--- src/rtl/serial_subtractor.sv ---
// Bit-serial WIDTH-bit subtractor: DIFF = A - B - B_IN, one bit per clock, LSB first.
// A single full-subtractor cell is reused with a registered borrow; START/BUSY/DONE handshake.
module serial_subtractor #(
    parameter int WIDTH = 4
) (
    input  logic             CLK,
    input  logic             RST,
    input  logic             START,
    input  logic [WIDTH-1:0] A,
    input  logic [WIDTH-1:0] B,
    input  logic             B_IN,
    output logic [WIDTH-1:0] DIFF,
    output logic             B_OUT,
    output logic             BUSY,
    output logic             DONE
);

    localparam int CNT_W = $clog2(WIDTH);

    typedef enum logic [0:0] {
        IDLE  = 1'b0,
        SHIFT = 1'b1
    } state_t;

    // One full-subtractor cell: returns {borrow_out, difference}.
    function automatic logic [1:0] full_sub(input logic a, input logic b, input logic bin);
        logic d;
        logic bout;
        d    = a ^ b ^ bin;
        bout = (~a & b) | (~(a ^ b) & bin);
        return {bout, d};
    endfunction

    state_t             state_r;
    logic [WIDTH-1:0]   a_sh_r;
    logic [WIDTH-1:0]   b_sh_r;
    logic [WIDTH-2:0]   res_r;
    logic               borrow_r;
    logic [CNT_W-1:0]   count_r;

    logic [1:0]         cell_s;
    logic               d_s;
    logic               borrow_next_s;
    logic [WIDTH-1:0]   res_next_s;
    logic               last_s;

    // Current bit of the subtraction and the result register as it will look after this edge.
    always_comb begin
        cell_s        = full_sub(a_sh_r[0], b_sh_r[0], borrow_r);
        d_s           = cell_s[0];
        borrow_next_s = cell_s[1];
        res_next_s    = {d_s, res_r};
        if (count_r == CNT_W'(WIDTH - 1)) begin
            last_s = 1'b1;
        end else begin
            last_s = 1'b0;
        end
    end

    // Handshake FSM, operand/result shifting and registered outputs.
    always_ff @(posedge CLK) begin
        if (RST) begin
            state_r  <= IDLE;
            a_sh_r   <= {WIDTH{1'b0}};
            b_sh_r   <= {WIDTH{1'b0}};
            res_r    <= {(WIDTH-1){1'b0}};
            borrow_r <= 1'b0;
            count_r  <= {CNT_W{1'b0}};
            DIFF     <= {WIDTH{1'b0}};
            B_OUT    <= 1'b0;
            BUSY     <= 1'b0;
            DONE     <= 1'b0;
        end else begin
            DONE <= 1'b0;
            case (state_r)
                IDLE: begin
                    if (START) begin
                        a_sh_r   <= A;
                        b_sh_r   <= B;
                        borrow_r <= B_IN;
                        count_r  <= {CNT_W{1'b0}};
                        BUSY     <= 1'b1;
                        state_r  <= SHIFT;
                    end else begin
                        BUSY     <= 1'b0;
                        state_r  <= IDLE;
                    end
                end
                SHIFT: begin
                    a_sh_r   <= {1'b0, a_sh_r[WIDTH-1:1]};
                    b_sh_r   <= {1'b0, b_sh_r[WIDTH-1:1]};
                    res_r    <= res_next_s[WIDTH-1:1];
                    borrow_r <= borrow_next_s;
                    count_r  <= count_r + CNT_W'(1);
                    if (last_s) begin
                        // Final bit: publish result and borrow together with the DONE pulse.
                        DIFF    <= res_next_s;
                        B_OUT   <= borrow_next_s;
                        DONE    <= 1'b1;
                        BUSY    <= 1'b0;
                        state_r <= IDLE;
                    end else begin
                        BUSY    <= 1'b1;
                        state_r <= SHIFT;
                    end
                end
                default: begin
                    state_r <= IDLE;
                    BUSY    <= 1'b0;
                end
            endcase
        end
    end

endmodule

--- config.mk ---
export PLATFORM = sky130hd
export DESIGN_NAME = serial_subtractor
export DESIGN_NICKNAME = d
export VERILOG_FILES = /design/src/rtl/serial_subtractor.sv
export SDC_FILE = /design/constraint.sdc
export NUM_CORES = 1
export LEC_CHECK = 0
export ABC_AREA = 1
export BUFFER_PORTS_ARGS = -buffer_cell sky130_fd_sc_hd__buf_4
export CORE_MARGIN = 1
export CORE_UTILIZATION = 25
export CTS_BUF_LIST = sky130_fd_sc_hd__clkbuf_8
export CTS_CLUSTER_SIZE = 30
export DETAILED_ROUTE_END_ITERATION = 7
export GPL_TIMING_DRIVEN = 1
export PLACE_DENSITY_LB_ADDON = 0.15
export RECOVER_POWER = 50
export SLEW_MARGIN = 10
export SYNTH_ARGS = -nofsm -noshare
export SYNTH_HDL_FRONTEND = slang
export SYNTH_SLANG_ARGS = --single-unit
--- constraint.sdc ---
create_clock -name CLK -period 2.18 [get_ports CLK]
set_input_delay 0.109 -clock CLK [delete_from_list [all_inputs] [get_ports CLK]]
set_output_delay 0.109 -clock CLK [all_outputs]
set_load 0.05 [all_outputs]
==> results.sh <==
export IMPL_layout_min_cycle_time_ps=1570
export IMPL_totalNegativeSetupSlack_ps=0
export IMPL_grt_overflow=0
export IMPL_place_congestion=0.705
export IMPL_antenna_cells=0
export IMPL_yosys_area_top_type_share=0.462
export IMPL_hold_viol=0
export IMPL_final_cell_count_no_fill=179
export IMPL_clock_sinks=21
export IMPL_power_density_nw_per_um2=701
export IMPL_insertion_delay_ps=250
export IMPL_drc=0
export IMPL_grt_pass1_wl_um=3280
export IMPL_area_delta_synth_final_pct=17.1
export IMPL_num_io_pins=19
export IMPL_maxSlewHeadroom=0.572
export IMPL_synth_common_cells="24 x nand2_1, 21 x dfxtp_1, 20 x nand3_1"
export IMPL_ir_worst_vdd_mv=0.224
export IMPL_grt_antenna_before_repair=0
export IMPL_clk_pin_slew_ps=70
export IMPL_status="finished, final reports clean"
export IMPL_layout_nets=148
export IMPL_drive_above_1_share=0.180
export IMPL_start_util=0.266
export IMPL_syn_cell_area_um2=910
export IMPL_drv_slew=0
export IMPL_maxCapViolCount=0
export IMPL_rows=21
export IMPL_async_flop_share=0
export IMPL_worst_slew_pin_slew_ps=642
export IMPL_cts_max_path_buffers=2
export IMPL_critPathCaptureType="flop"
export IMPL_cts_htree_levels=1
export IMPL_core_area_um2=3420
export IMPL_portBuffers=18
export IMPL_dp_hpwl_um=1300
export IMPL_cp_arrival_ps=1780
export IMPL_hold_class="primary input to flop"
export IMPL_final_setup_viol_count=0
export IMPL_rsz0062_at_grt="no"
export IMPL_ctsResizeCount=0
export IMPL_grt_max_degree=18
export IMPL_syn_nets=129
export IMPL_synthesis_instances=115
export IMPL_grt_usage=0.106
export IMPL_ys_ff_latch=21
export IMPL_r2r_cells=6
export IMPL_multiInputGateArea_um2=358
export IMPL_drt_iter0_drc=22
export IMPL_ctsHoldBuffers=0
export IMPL_die_w_um=62.3
export IMPL_ys_flop_type="dfxtp_1"
export IMPL_synth_cell_type_count=14
export IMPL_grt_pass1_vias=727
export IMPL_root_buffer="clkbuf_8"
export IMPL_dr_total_vias=741
export IMPL_crit_fanout=16
export IMPL_p_leak_nw=0.511
export IMPL_post_drt_wl_per_cell_um=10.1
export IMPL_firstDrtPassIters=4
export IMPL_synth_enable_flop_cells=0
export IMPL_finClkSkew_ps=2.90
export IMPL_cts_setup_buffers=0
export IMPL_synth_most_common_cell="nand2_1"
export IMPL_cp_start_kind="flop"
export IMPL_yosys_warnings=0
export IMPL_min_path_cells=2
export IMPL_wl_um=1820
export IMPL_dp_cells=175
export IMPL_cp_data_required_time_ps=2380
export IMPL_die_y_um=62.3
export IMPL_seq_area_um2=420
export IMPL_synth_top_area_cell="dfxtp_1"
export IMPL_crit_type="flop to flop"
export IMPL_avgViaCountPerCell=4.14
export IMPL_synthTopCellsByArea="dfxtp_1 46%, nand3_1 11%, nand2_1 9.9%, inv_1 7.0%, nand2_2 4.8%"
export IMPL_fin_crit_sh=0.720
export IMPL_num_fill_cells=391
export IMPL_numCtsBuffers=3
export IMPL_yosysSeqAreaShare=0.462
export IMPL_ant_nets=0
export IMPL_synth_avg_cell_area_um2=7.91
export IMPL_cts_tree="done"
export IMPL_maxClockFrequency_mhz=637
export IMPL_die_area_um2=3880
-- cell families after synthesis --
family	count (synthesis)	share of synthesized area
fa+ha+maj	2	0.0358
compound gates	14	0.0770
simple gates	56	0.296
flops	21	0.462
buf+inv	22	0.129
-- critical path, stage by stage, from the launching register on --
cell and delay (ps):
dfxtp_1 450, buf_4 230, nor2_2 520, nand2_1 120, nand3_1 100, nand2_1 50
inv_1 60
-- report_power, final --
part	total (mW)	switching, mW	internal, mW	leakage (nW)
registers	0.416	0.0146	0.401	0.172
logic	0.0873	0.0505	0.0368	0.312
clock network	0.243	0.118	0.125	0.0269
-- metrics by stage --
step           cell area, um2  setup slack (ps)   util  hold WS (ps)  power, mW
2_1_floorplan             910               877      -           178      0.493
5_1_grt                  1060               426  0.312          45.7      0.799
6_report                 1060               609  0.312          43.2      0.746
3_3_place_gp             1060               917  0.309           311      0.517
4_1_cts                  1100               913  0.322          41.6      0.762
3_5_place_dp             1060               923  0.309           320      0.517
-- routing by layer --
layer  routed length, um  vias up  track usage
li1                    -      394            -
met4                  10        0       0.0523
met5                   0        -            0
met2                 795       14        0.162
met3                  59        2       0.0184
met1                 949      331        0.145
-- worst paths after layout --
check,startpoint,end,slack (ps)
worst min-delay path,RST,a_sh_r[3]$_SDFFE_PP0P_,40
worst max-delay path,state_r$_SDFF_PP0_,b_sh_r[1]$_SDFFE_PP0P_,610
worst max register to register,state_r$_SDFF_PP0_,b_sh_r[1]$_SDFFE_PP0P_,610
worst min register to register,res_r[0]$_SDFFE_PP0P_,DIFF[0]$_SDFFE_PP0P_,460
-- area by class of cell --
cell class	count	area share
timing repair buffer	19	0.113
sequential	21	0.395
inverter	17	0.0599
multi-input combinational	72	0.336
clock buffer	3	0.0388
tap	46	0.0541
clock inverter	1	0.00353
-- state kept, by name, indices dropped and copies added (netlist names) --
signal / count
B_OUT: 1
DIFF: 4
DONE: 1
a_sh_r: 4
b_sh_r: 4
borrow_r: 1
count_r: 2
res_r: 3
state_r: 1
-- placed cells by master (no fill, tap or decap) --
master    instances
inv_1            18
a21oi_1           7
o21ai_0           7
nand2_2           7
nand2_1          24
nor2_2            1
nand3_1          20
nor2_1            4
fa_1              1
ha_1              1
clkbuf_1          6
clkbuf_8          3
dfxtp_1          21
buf_4            13
(Power assumes the default switching activity.)
